===== src/rtl/vending_main.sv =====
// vending_main: six-product vending controller with purchase/restock transactions,
// a registered error vector with a sticky summary bit, and a red indicator lamp.
// Optional build macro: RESTOCK_SATURATE_EN (restock overflow clamps stock to 15).

// One product's stock counter; loads INIT_STOCK on reset.
module vending_stock_cell #(
    parameter int INIT_STOCK = 5
) (
    input  logic       clk,
    input  logic       rst_n,
    input  logic       we,
    input  logic [3:0] din,
    output logic [3:0] q
);
    // Stock register: reset wins over any write in the same cycle
    always_ff @(posedge clk) begin
        if (!rst_n)  q <= 4'(INIT_STOCK);
        else if (we) q <= din;
    end
endmodule

module vending_main #(
    parameter int INIT_STOCK = 5,
    parameter int NUM_TYPES  = 6
) (
    input  logic       clk,
    input  logic       rst_n,
    input  logic [1:0] mode,
    input  logic [6:0] customer_money,
    input  logic [2:0] supply_type,
    input  logic [3:0] customer_amount,
    input  logic [3:0] amount_sypply_to_add,
    output logic [6:0] error,
    output logic       redLight
);
    localparam logic [3:0] NT = 4'(NUM_TYPES);

    logic [1:0]                  mode_q;
    logic                        trigger;
    logic                        txn;
    logic                        inv;
    logic [NUM_TYPES-1:0][3:0]   stock;
    logic [NUM_TYPES-1:0]        stock_we;
    logic [3:0]                  sel_stock;
    logic [3:0]                  stock_nxt;
    logic                        do_write;
    logic [4:0]                  price;
    logic [8:0]                  cost;
    logic [4:0]                  sum;
    logic [5:0]                  flags;

    // A transaction fires only on the cycle the mode changes into 1 or 2
    assign trigger = (mode != mode_q);
    assign txn     = trigger && (mode == 2'd1 || mode == 2'd2);
    assign inv     = ({1'b0, supply_type} >= NT);

    // Per-product stock storage
    genvar gi;
    generate
        for (gi = 0; gi < NUM_TYPES; gi++) begin : g_stock
            assign stock_we[gi] = do_write && (supply_type == 3'(gi));
            vending_stock_cell #(.INIT_STOCK(INIT_STOCK)) u_cell (
                .clk   (clk),
                .rst_n (rst_n),
                .we    (stock_we[gi]),
                .din   (stock_nxt),
                .q     (stock[gi])
            );
        end
    endgenerate

    // Select the addressed product's stock; invalid codes read as zero
    always_comb begin
        sel_stock = '0;
        for (int i = 0; i < NUM_TYPES; i++)
            if (supply_type == 3'(i)) sel_stock = stock[i];
    end

    // Fixed price table; invalid codes price at zero (their cost check is suppressed anyway)
    always_comb begin
        case (supply_type)
            3'd0:    price = 5'd5;
            3'd1:    price = 5'd8;
            3'd2:    price = 5'd10;
            3'd3:    price = 5'd12;
            3'd4:    price = 5'd15;
            3'd5:    price = 5'd20;
            default: price = 5'd0;
        endcase
    end

    // Full-width cost (max 20*15=300) and 5-bit restock sum so nothing truncates
    assign cost = {4'b0, price} * {5'b0, customer_amount};
    assign sum  = {1'b0, sel_stock} + {1'b0, amount_sypply_to_add};

    // Evaluate all error flags in parallel and compute the stock update
    always_comb begin
        flags     = '0;
        do_write  = 1'b0;
        stock_nxt = sel_stock;
        if (trigger && mode == 2'd1) begin
            flags[0] = inv;
            flags[4] = (customer_amount == 4'd0);
            if (!inv) begin
                flags[1] = (customer_amount > sel_stock);
                flags[2] = ({2'b0, customer_money} < cost);
            end
            if (flags == 6'd0) begin
                do_write  = 1'b1;
                stock_nxt = sel_stock - customer_amount;
            end
        end else if (trigger && mode == 2'd2) begin
            flags[0] = inv;
            flags[5] = (amount_sypply_to_add == 4'd0);
`ifdef RESTOCK_SATURATE_EN
            if (flags == 6'd0) begin
                do_write  = 1'b1;
                stock_nxt = sum[4] ? 4'd15 : sum[3:0];
            end
`else
            if (!inv) flags[3] = sum[4];
            if (flags == 6'd0) begin
                do_write  = 1'b1;
                stock_nxt = sum[3:0];
            end
`endif
        end
    end

    // Mode history, error vector and lamp; mode 3 clears every cycle it is held
    always_ff @(posedge clk) begin
        if (!rst_n) begin
            mode_q   <= 2'd0;
            error    <= '0;
            redLight <= 1'b0;
        end else begin
            mode_q <= mode;
            if (mode == 2'd3) begin
                error    <= '0;
                redLight <= 1'b0;
            end else if (txn) begin
                error[5:0] <= flags;
                error[6]   <= error[6] | (|flags);
                redLight   <= |flags;
            end
        end
    end
endmodule


===== config.mk =====
export PLATFORM = sky130hd
export DESIGN_NAME = vending_main
export DESIGN_NICKNAME = d
export VERILOG_FILES = /design/src/rtl/vending_main.sv
export SDC_FILE = /design/constraint.sdc
export NUM_CORES = 1
export LEC_CHECK = 0
export ABC_AREA = 1
export BUFFER_PORTS_ARGS = -buffer_cell sky130_fd_sc_hd__buf_4
export CORE_UTILIZATION = 62
export CTS_BUF_LIST = sky130_fd_sc_hd__clkbuf_4 sky130_fd_sc_hd__clkbuf_8
export DETAILED_ROUTE_END_ITERATION = 7
export PLACE_DENSITY = 0.87
export SYNTH_ARGS = -nofsm -noshare
export SYNTH_HDL_FRONTEND = slang
export SYNTH_HIERARCHICAL = 1
export SYNTH_SLANG_ARGS = --single-unit

===== constraint.sdc =====
create_clock -name clk -period 5.65 [get_ports clk]
set_input_delay 1.13 -clock clk [delete_from_list [all_inputs] [get_ports clk]]
set_output_delay 1.13 -clock clk [all_outputs]
set_load 0.05 [all_outputs]

### Word-level counts from Yosys, hierarchy flattened

Cells that the tools add are included.

* $add $sub $neg: 2
* $mul: 1
* divide/modulo/power cells: 0
* $lt $le $gt $ge: 3
* eq/ne operators: 9
* shift-type cells: 0
* mux-type cells: 28
* bitwise gates (word level): 2
* reductions and logical operators: 17

Operator list (number)
* 4-bit 2-to-1 mux: 10
* 5-bit one-hot mux with 6 select lines: 1
* 1-bit 2-to-1 mux: 14
* 4-bit zero test: 3
* 1-bit logical AND: 9
* 7-bit by 9-bit less-than comparator with 1-bit output: 1
* 5-bit by 4-bit multiplier with 9-bit output: 1
* 3-bit by 2-bit == test with 1-bit output (second input constant): 2
* 3-bit == test (second input constant): 2
* 3-bit zero test: 2
* 2-bit 2-to-1 mux: 3
* 6-bit OR reduction: 1
* 4-bit by 4-bit adder with 5-bit output: 1
* 2-bit == test (second input constant): 2
* 4-bit greater-than comparator: 1
* 4-bit subtractor: 1
* 3-bit by 1-bit == test with 1-bit output (second input constant): 1
* 3-bit >= comparator (second input constant): 1
* 2-bit by 1-bit == test with 1-bit output (second input constant): 1
* 2-bit != test: 1
* 2-bit OR reduction: 1
* 1-bit logical OR: 1
* 1-bit NOT: 1
* 1-bit OR: 1

* register bits: 34
* bits in latches: 0
* bits in writable memories: 0
* memory bits (read-only): 0
* input bits: 22
* output and inout bits: 8
* logic and storage cells: 71
* memories: 0

### Depth between registers and ports, before layout

Gate-level depths: netlist (run 1).

* depth after elaboration: 16
* depth in mapped cells: 30

### By module

The synthesis (run 1) kept the hierarchy.

By module, submodules not included
* vending_main: times used 1, cells an instance 321, area each 2102.0 µm², sequential area each 200.2 µm²
* vending_stock_cell: times used 6, cells an instance 21, area each 146.4 µm², sequential area each 80.1 µm²

### Least setup slack after synthesis (run 1)

No wires, ideal clock.

* path type: input port to flip-flop
* from: input port supply_type[2]
* to: register g_stock[3].u_cell.q[2]
* setup time: 0.119 ns
* arrival time: 5.062 ns
* data required time: 5.531 ns
* setup slack: 0.469 ns
* stages on the path: 27
* buffers on the path: 0
* path through: inv_2 > nand2_1 > nor2_1 > inv_1 > a21oi_1 > nand2_1 > fa_1 > inv_1 > fa_1 > inv_1 > fa_1 > inv_1 > nand2_1 > nand3_1 > nand2_1 > xor2_1 > ha_1 > nand2_1 > inv_1 > nand2_2 > a21oi_4 > nand3_4 > nand2_4 > nor3b_2 > inv_1 > nand2_1 > nand3_1

* word-level cells in the longest chain between the ends: 16

RTL lines
* from (decl): line 30 `input logic [2:0] supply_type,`
* parallel branches: the longest is 15 deep, another holds 5-bit by 4-bit multiplier with 9-bit output
* 1-bit logical AND *: line 61 `assign stock_we[gi] = do_write && (supply_type == 3'(gi));`
* net stock_we[3]: line 43 `logic [NUM_TYPES-1:0] stock_we;`
* to (signal assigned): line 17 `if (!rst_n) q <= 4'(INIT_STOCK);`
* to (signal assigned): line 18 `else if (we) q <= din;`
* to (decl): line 13 `output logic [3:0] q`

Mark *: on every way through the listed nets, which the timed path passes. The select of a mux whose other input is x is not followed.
A chain may end at the register's enable or synchronous reset.

### Worst setup path in the final report (run 1)

* from: input port supply_type[2]
* to: register g_stock[0].u_cell.q[2]

RTL lines
* parallel branches: the longest is 14 deep, another holds 5-bit by 4-bit multiplier with 9-bit output
* 4-bit 2-to-1 mux *: line 101 `if (trigger && mode == 2'd1) begin`
* net stock_nxt[2]: line 45 `logic [3:0] stock_nxt;`
* to (signal assigned): line 17
* to (signal assigned): line 18
* to (decl): line 13

Marks and branches as above.

==> results of run 1 <==
[timing repair]
action	CTS	global route
setup endpoints to repair	0	22
hold endpoints to repair	0	0
resized for setup	0	6
buffers inserted	0	2
[layer usage]
metal / vias to the layer above / GRT usage [%]
met3: 18 / 5.20
met4: 0 / 11.1
met1: 1332 / 34.8
met5: - / 0
met2: 88 / 52.1
li1: 1488 / -
[stage by stage]
step	instances	util [%]	cell area, um2	hold slack (ns)
2_1_floorplan	447	-	2980	0.429
3_3_place_gp	532	73.5	3290	0.441
3_5_place_dp	532	73.5	3290	0.444
4_1_cts	539	76.0	3400	0.462
5_1_grt	541	77.1	3450	0.486
6_report	541	77.1	3450	0.460
[worst register-to-register path, cell delays in order (launching register included)]
cell	delay, ns
dfxtp_1	0.34
nand3_1	0.09
nand2_1	0.08
a21oi_1	0.05
nand3_1	0.11
nor2_2	0.07
inv_1	0.08
ha_1	0.19
inv_1	0.06
fa_1	0.39
o21ai_0	0.28
a21oi_1	0.13
nand2_1	0.12
nor2_4	0.06
nor2_4	0.30
a21oi_1	0.14
o211ai_1	0.31
nand2_1	0.16
nand3_1	0.11
[kinds of logic (layout without fill, tap and decap cells)]
family / Yosys count / count (layout) / synth area share, %
AO/OA/AOI/OAI: 34 / 34 / 7.14
XOR/XNOR: 8 / 8 / 2.35
adder cells (fa/ha/maj): 38 / 38 / 18.0
buffers and inverters: 77 / 119 / 9.99
flip-flops: 34 / 34 / 22.8
AND/OR/NAND/NOR: 256 / 256 / 39.7
[state kept, by name, indices dropped and copies added, names as in the netlist]
| signal | flops |
|---|---|
| g_stock.u_cell/q | 24 |
| error | 7 |
| mode_q | 2 |
| redLight | 1 |
[power by group through the flow]
stage / clock, mW / sequential, mW / combinational, mW
final: 0.228 / 0.252 / 0.264
after global routing: 0.241 / 0.253 / 0.298
after CTS: 0.230 / 0.252 / 0.255
after detailed placement: 0 / 0.258 / 0.250
after global placement: 0 / 0.258 / 0.243
after floorplan: 0 / 0.267 / 0.177
[area by class of cell]
cell class / count / share of cell area (%)
tap: 52 / 1.89
sequential: 34 / 19.7
timing repair buffer: 36 / 7.83
multi-input combinational: 336 / 59.0
clock buffer: 6 / 2.39
clock inverter: 1 / 0.870
inverter: 76 / 8.30
[path summary, 6_finish.rpt]
check / slack, ns / cells past startpoint / to / from
worst max-delay path: 0.37 / 24 / g_stock[0].u_cell/q[2]$_SDFFE_PN1P_ / supply_type[2]
worst min-delay path: 0.46 / 2 / g_stock[2].u_cell/q[2]$_SDFFE_PN1P_ / g_stock[2].u_cell/q[2]$_SDFFE_PN1P_
worst max register to register: 2.51 / 18 / g_stock[0].u_cell/q[2]$_SDFFE_PN1P_ / g_stock[0].u_cell/q[0]$_SDFFE_PN1P_
worst min register to register: 0.46 / 2 / g_stock[2].u_cell/q[2]$_SDFFE_PN1P_ / g_stock[2].u_cell/q[2]$_SDFFE_PN1P_
[layout by cell type, fill, tap and decap left out, drive strengths merged]
cell     instances
a21oi           21
nand2          135
o21a             1
clkinv           1
xnor2            4
or2              1
nand3           38
nor3             3
o21bai           2
bufinv           1
clkbuf           6
nand4            8
inv             75
nor3b            4
ha              30
o211ai           3
dfxtp           34
fa               8
nor2            65
and3b            2
o21ai            6
xor2             4
o2111ai          1
buf             36
==> summary.txt, run 1 <==
Status
  – Status: finished, violations left
  – Failing checks: design-rule violations

Power
  – Combinational share of power: between 30 and 40%
  – Switching power: 0.259 mW
  – Pwr dens: 216 nW/um2
  – Pwr Total: ~0.74 mW
  – Clk network pwr share: 30.7%
  – LEAKAGE: 1.79 nW
  – P_int: 0.486 mW
  – Reg power frac: 33.9%
  – VDD IR max: 0.180 mV
  – Switching Fraction: 34.7%

Yosys
  – Yosys top cell by area: dfxtp_1
  – Yosys cell types: 33
  – Yosys top cell area share: 22.8%
  – Mean post-synth cell area: ~6.7 um2
  – Post-Syn Nets: roughly 510
  – Post-synth top cells: nand2_1 (130), inv_1 (73), nor2_1 (59)
  – Ys Warns: 6
  – Post-synth ARST share: 0%
  – Count leader, synth: nand2_1
  – Largest cells by area after synthesis: dfxtp_1 (23%), nand2_1 (16%), ha_1 (13%), inv_1 (9.2%), nor2_1 (7.4%)
  – Synth Cell Area: 2980 um2
  – Synth Flop Type: dfxtp_1
  – Cell count after synthesis: 447
  – Yosys reg bits: 34
  – Sequential share of the synthesized area: 22.8%
  – Post-synth EDFFs: 0

GRT
  – Gr usage total: 29.2%
  – Largest net degree at the start of global routing: 28
  – Gr ovfl total: 0
  – First-pass GRT wire length: 11.8 mm
  – Initial antenna violation count: 0
  – Vias in the first global route: 2724

Floorplan
  – Ports: 30
  – Effective utilization at floorplan: 66.6%
  – Die area: 5090 um2
  – Die width: 71.3 um
  – Placement Rows: 24
  – Core ar.: 4470 um2
  – Vert. Die Dim: 71.3 um

STA
  – Worst-margin pin slew: 0.608 ns
  – Slew Limit Fails: 0
  – Ratio of final minimum period to clock period: 93.4%
  – Max Fclk: 189 MHz
  – Tmin final: ~5.3 ns
  – Final setup viols: 0
  – Clock skew: 0.00490 ns
  – Final Hold Vio Count: 0
  – Final worst slack: 0.372 ns
  – Rel. slew slack: approximately three fifths
  – Setup_tns: 0 ns

Clock network
  – H-tree levels: 2
  – Clock Tree Root: clkbuf_8
  – CTS Hold Buffers Added: 0
  – Worst skew pair latency: 0.29 ns
  – Cts bufs inserted: 5
  – CTS tree: built
  – Num Clock Sinks: 34
  – Clock buffer depth: 2
  – Clk pin slew, worst setup/hold paths: 0.07 ns

Routing
  – DRT Pass-1 Iters: 8
  – Final antenna-violating net count: 0
  – Wirelength, routed: 7.06 mm
  – Vias: 2926
  – Drc violations: 3
  – Avg WL per Cell: 13.0 um
  – Routed length on met3: roughly 370 um
  – Routed met2 length: 3.49 mm
  – Met1 WL: 3.05 mm
  – Starting DRT DRC Count: 210
  – Vias/cell: 5.41
  – Top Layer Used: met4

Setup path
  – Cell-by-cell trace of the critical path: buf_4 > inv_2 > nand2_1 > nor2_2 > o21ai_0 > fa_1 > inv_1 > fa_1 > inv_1 > fa_1 > inv_1 > nand2_1 > nand3_1 > nand2_1 > xor2_1 > ha_1 > nand2_1 > inv_1 > nand2_2 > a21oi_4 > nand3_4 > o211ai_1 > nand2_1 > nand3_1
  – Critical Path End Type: flip-flop
  – Delay-heaviest family, CP: adder cells
  – Worst path required time: 5.88 ns
  – Setup crit start kind: input pin
  – Arr. time, crit path: between 5 and 6 ns
  – CP peak stage delay: 0.56 ns
  – Critical path class: input pin to flip-flop
  – CP most frequent cell: nand2_1
  – Buf/Inv on CP: 6
  – Slowest library cell on the worst path: fa_1
  – Largest fanout on the critical path: 7

Finish
  – Final Net Count: 549
  – Sequential cell area: between 600 and 700 um2
  – Layout cell share with drive strength beyond 1: 14.5%
  – Fill cell count: 341
  – Synthesis-to-finish area growth: 15.8%
  – Multi-input logic area: 2040 um2
  – Antenna cells: 0

Placement
  – GP Congestion: 0.895
  – Setup WS pre-CTS: -0.0449 ns
  – I/O Buffers: 29
  – Dpl hpwl: approximately 5 mm

Flow run
  – Maxcap violations: 0

Worst hold path
  – Worst min-delay path class: flip-flop to flip-flop
Power figures use the tool's default switching activity.
==> run 2: changes to the inputs <==
--- a/config.mk
+++ b/config.mk
@@ -5,12 +5,11 @@
 export SDC_FILE = /design/constraint.sdc
 export NUM_CORES = 1
 export LEC_CHECK = 0
-export ABC_AREA = 1
 export BUFFER_PORTS_ARGS = -buffer_cell sky130_fd_sc_hd__buf_4
-export CORE_UTILIZATION = 62
+export CORE_UTILIZATION = 64
 export CTS_BUF_LIST = sky130_fd_sc_hd__clkbuf_4 sky130_fd_sc_hd__clkbuf_8
 export DETAILED_ROUTE_END_ITERATION = 7
-export PLACE_DENSITY = 0.87
+export PLACE_DENSITY = 0.9
 export SYNTH_ARGS = -nofsm -noshare
 export SYNTH_HDL_FRONTEND = slang
 export SYNTH_HIERARCHICAL = 1
==> constraint.sdc (replaced) <==
create_clock -name clk -period 6.7 [get_ports clk]
set_input_delay 1.34 -clock clk [delete_from_list [all_inputs] [get_ports clk]]
set_output_delay 1.34 -clock clk [all_outputs]
set_load 0.05 [all_outputs]
==> run 2 against run 1 <==
Clock power is 3% higher. Largest cell class unchanged. Setup slack improved by 0.099 ns. The flow now finishes without violations. Global-route usage is 2.3 points higher. Critical path depth is 3 lower. Sequential power fell by 18%.
==> summary.txt, run 2 <==
Status
  – Status: finished, final reports clean

Floorplan
  – Ports: 30 (unchanged)
  – Die area: 4670 um2 (-8.2%)
  – Die width: 68.3 um (-4.2%)
  – Placement Rows: 23 (-4.2%)
  – Core ar.: 4120 um2 (-8.0%)
  – Vert. Die Dim: 68.3 um (-4.2%)
  – Effective utilization at floorplan: 68.4% (+1.8 points)

Yosys
  – Synth Cell Area: 2820 um2 (-5.5%)
  – Synth Flop Type: dfxtp_1
  – Cell count after synthesis: 324 (-28%)
  – Yosys top cell area share: 24.2% (+1.3 points)
  – Post-synth ARST share: 0% (unchanged)
  – Post-synth EDFFs: 0 (unchanged)
  – Sequential share of the synthesized area: 24.2% (+1.3 points)
  – Yosys reg bits: 34 (unchanged)
  – Yosys cell types: 52 (+58%)
  – Mean post-synth cell area: 8.69 um2 (+30%)
  – Yosys top cell by area: dfxtp_1
  – Count leader, synth: dfxtp_1
  – Largest cells by area after synthesis: dfxtp_1 (24%), ha_1 (13%), mux2i_1 (11%), fa_1 (5.7%), nand2_1 (4.1%)
  – Post-synth top cells: dfxtp_1 (34), nand2_1 (31), ha_1 (30), mux2i_1 (30), nor2_1 (24)
  – Post-Syn Nets: 384 (-24%)
  – Ys Warns: 6 (unchanged)

Worst hold path
  – Hold depth: 2 (unchanged)
  – Worst min-delay path class: flip-flop to flip-flop

Clock network
  – H-tree levels: 2 (unchanged)
  – Clk pin slew, worst setup/hold paths: 0.08 ns (about the same)
  – CTS tree: built
  – Worst skew pair latency: 0.30 ns (about the same)
  – Clock Tree Root: clkbuf_8
  – Cts bufs inserted: 5 (unchanged)
  – CTS resizes: 0 (unchanged)
  – Num Clock Sinks: 34 (unchanged)
  – CTS Hold Buffers Added: 0 (unchanged)
  – Clock buffer depth: 2 (unchanged)
  – Post-CTS Setup Bufs: 0 (unchanged)

Routing
  – Wirelength, routed: 6.52 mm (-7.7%)
  – Vias: 2439 (-17%)
  – Vias/cell: 6.13 (+13%)
  – Final antenna-violating net count: 0 (unchanged)
  – DRT Pass-1 Iters: 7 (-1)
  – Avg WL per Cell: 16.4 um (+26%)
  – Drc violations: 0 (-3)
  – Starting DRT DRC Count: 149 (-29%)

GRT
  – First-pass GRT wire length: 10.7 mm (-9.1%)
  – Vias in the first global route: 2416 (-11%)
  – Largest net degree at the start of global routing: 29 (+3.6%)
  – Gr ovfl total: 0 (unchanged)
  – Gr usage total: 31.4% (+2.3 points)
  – Initial antenna violation count: 0 (unchanged)

STA
  – Ratio of final minimum period to clock period: 93.0%
  – Max Fclk: between 150 and 200 MHz
  – Rel. slew slack: 58.4% (-0.91 points)
  – Slew Limit Fails: 0 (unchanged)
  – Setup_tns: 0 ns (unchanged)
  – Final Hold Vio Count: 0 (unchanged)
  – Worst hold slack: 0.459 ns (-0.00127 ns)
  – Final worst slack: 0.472 ns (+0.0994 ns)
  – Worst-margin pin slew: 0.624 ns (+0.0163 ns)
  – RSZ-0062 raised after global routing: no
  – Clock skew: 0.0136 ns (+0.00871 ns)
  – Tmin final: 6.23 ns
  – Final setup viols: 0 (unchanged)

Placement
  – GP Congestion: 0.926 (+3.5%)
  – Dpl cell area: 3040 um2 (-7.6%)
  – Setup WS pre-CTS: 0.255 ns (+0.300 ns)
  – I/O Buffers: 29 (unchanged)
  – Placed cells: 390 (-27%)
  – Dpl hpwl: 4.80 mm (-6.3%)

Setup path
  – Critical Path End Type: flip-flop
  – Critical path class: input pin to flip-flop
  – Arr. time, crit path: 6.47 ns (+0.96 ns)
  – Critical Path End: g_stock[4].u_cell/q[0]$_SDFFE_PN1P_
  – Largest fanout on the critical path: 19 (+12)
  – R2R Path Start: g_stock[1].u_cell/q[0]$_SDFFE_PN1P_
  – Setup slack, reg-to-reg: 3.05 ns (+0.54 ns)
  – Worst path required time: 6.94 ns (+1.06 ns)
  – R2R depth: 15 (-3)
  – Reg-to-reg critical path endpoint: g_stock[2].u_cell/q[0]$_SDFFE_PN1P_
  – Setup crit start kind: input pin
  – Crit. Startpoint: supply_type[1]

Finish
  – Final Cell Area: 3180 um2 (-7.9%)
  – Regs by FF count: g_stock.u_cell/q: 24 flops, error: 7 flops, mode_q: 2 flops
  – Top reg by flops: g_stock.u_cell/q
  – Commonest non-fill, non-tap cell in the layout: dfxtp_1
  – Final Net Count: 407 (-26%)
  – Fill cell count: 292 (-14%)
  – Final std cells w/o fill: 398 (-26%)
  – Multi-input logic area: 1990 um2 (-2.3%)
  – Synthesis-to-finish area growth: 12.8%
  – Commonest cells after routing, fill and taps aside: dfxtp_1 (34), nand2_1 (31), mux2i_1 (30), ha_1 (30), buf_4 (30)
  – Final cell utilization of the core: 77.2% (+0.10 points)
  – Layout cell share with drive strength beyond 1: 13.2% (-1.3 points)
  – Antenna cells: 0 (unchanged)
  – Largest register FFs: 24 (unchanged)
  – Sequential cell area: 681 um2 (unchanged)

Power
  – P_int: 0.426 mW (-12%)
  – Switching Fraction: 30.7% (-4.0 points)
  – Clk network pwr share: 38.2% (+7.5 points)
  – VDD IR max: 0.192 mV (+6.7%)
  – Pwr dens: 193 nW/um2 (-10%)
  – Combinational share of power: 28.2% (-7.2 points)
  – LEAKAGE: 1.38 nW (-23%)
  – Switching power: 0.189 mW (-27%)
  – Pwr Total: 0.615 mW (-17%)
  – Reg power frac: 33.6% (-0.3 points)

Flow run
  – Maxcap violations: 0 (unchanged)
-- run 2: cell types whose count changed after synthesis, moves of 18 or more --
cell and change:
nand3_1 -33, nor2b_1 +18, mux2i_1 +30, nand2_1 -99, inv_1 -51, nor2_1 -35
-- run 2: worst max-delay path: stages --
cell	delay [ns]
buf_4	0.19
nor2_1	0.38
xnor2_1	0.20
and2_1	0.20
fa_1	0.48
inv_1	0.05
fa_1	0.52
inv_1	0.04
ha_1	0.34
nor2b_4	0.15
o31a_1	0.27
a21o_2	0.19
ha_1	0.29
nand2_1	0.08
o21ai_0	0.18
a21oi_1	0.06
nand4b_2	0.33
or2_1	0.33
o221ai_1	0.51
mux2i_1	0.19
nand2_1	0.12
-- run 2: cell type report --
type / count / share of cell area (%)
Clock buffer: 5 / 2.17
Clock inverter: 3 / 2.17
Inverter: 22 / 2.60
Multi-Input combinational cell: 254 / 62.6
Sequential cell: 34 / 21.4
Tap cell: 50 / 1.97
Timing Repair Buffer: 30 / 7.09
-- run 2: cell families (layout without fill, tap and decap cells) --
logic type / count (synthesis) / count (layout) / synth area share (%)
AND/OR/NAND/NOR: 121 / 121 / 22.7
AO/OA/AOI/OAI: 52 / 52 / 13.5
adder cells (fa/ha/maj): 38 / 38 / 19.0
buffers and inverters: 36 / 60 / 5.20
flip-flops: 34 / 34 / 24.2
multiplexers: 33 / 33 / 12.3
XOR/XNOR: 10 / 10 / 3.11
-- run 2: power groups by stage --
stage	clock, mW	sequential, mW	combinational, mW
6_report	0.235	0.207	0.173
5_1_grt	0.245	0.207	0.192
4_1_cts	0.238	0.207	0.172
3_5_place_dp	0	0.211	0.170
3_3_place_gp	0	0.211	0.164
2_1_floorplan	0	0.217	0.119
-- run 2: how the worst min path moves through the flow --
stage / start / to / slack (ns)
floorplan: g_stock[3].u_cell/q[0]$_SDFFE_PN1P_ / g_stock[3].u_cell/q[0]$_SDFFE_PN1P_ / 0.43
global placement: error[1]$_SDFFE_PP0P_ / error[1]$_SDFFE_PP0P_ / 0.44
detailed placement: error[1]$_SDFFE_PP0P_ / error[1]$_SDFFE_PP0P_ / 0.45
CTS: error[1]$_SDFFE_PP0P_ / error[1]$_SDFFE_PP0P_ / 0.46
global route: error[1]$_SDFFE_PP0P_ / error[1]$_SDFFE_PP0P_ / 0.49
finish: error[1]$_SDFFE_PP0P_ / error[1]$_SDFFE_PP0P_ / 0.46
-- run 2: metal layers --
metal,vias to the layer above,global-route usage [%],routed length [um]
li1,1171,-,-
met3,27,6.67,320
met1,1147,35.4,2770
met4,0,18.0,226
met5,-,0,0
met2,94,54.3,3200
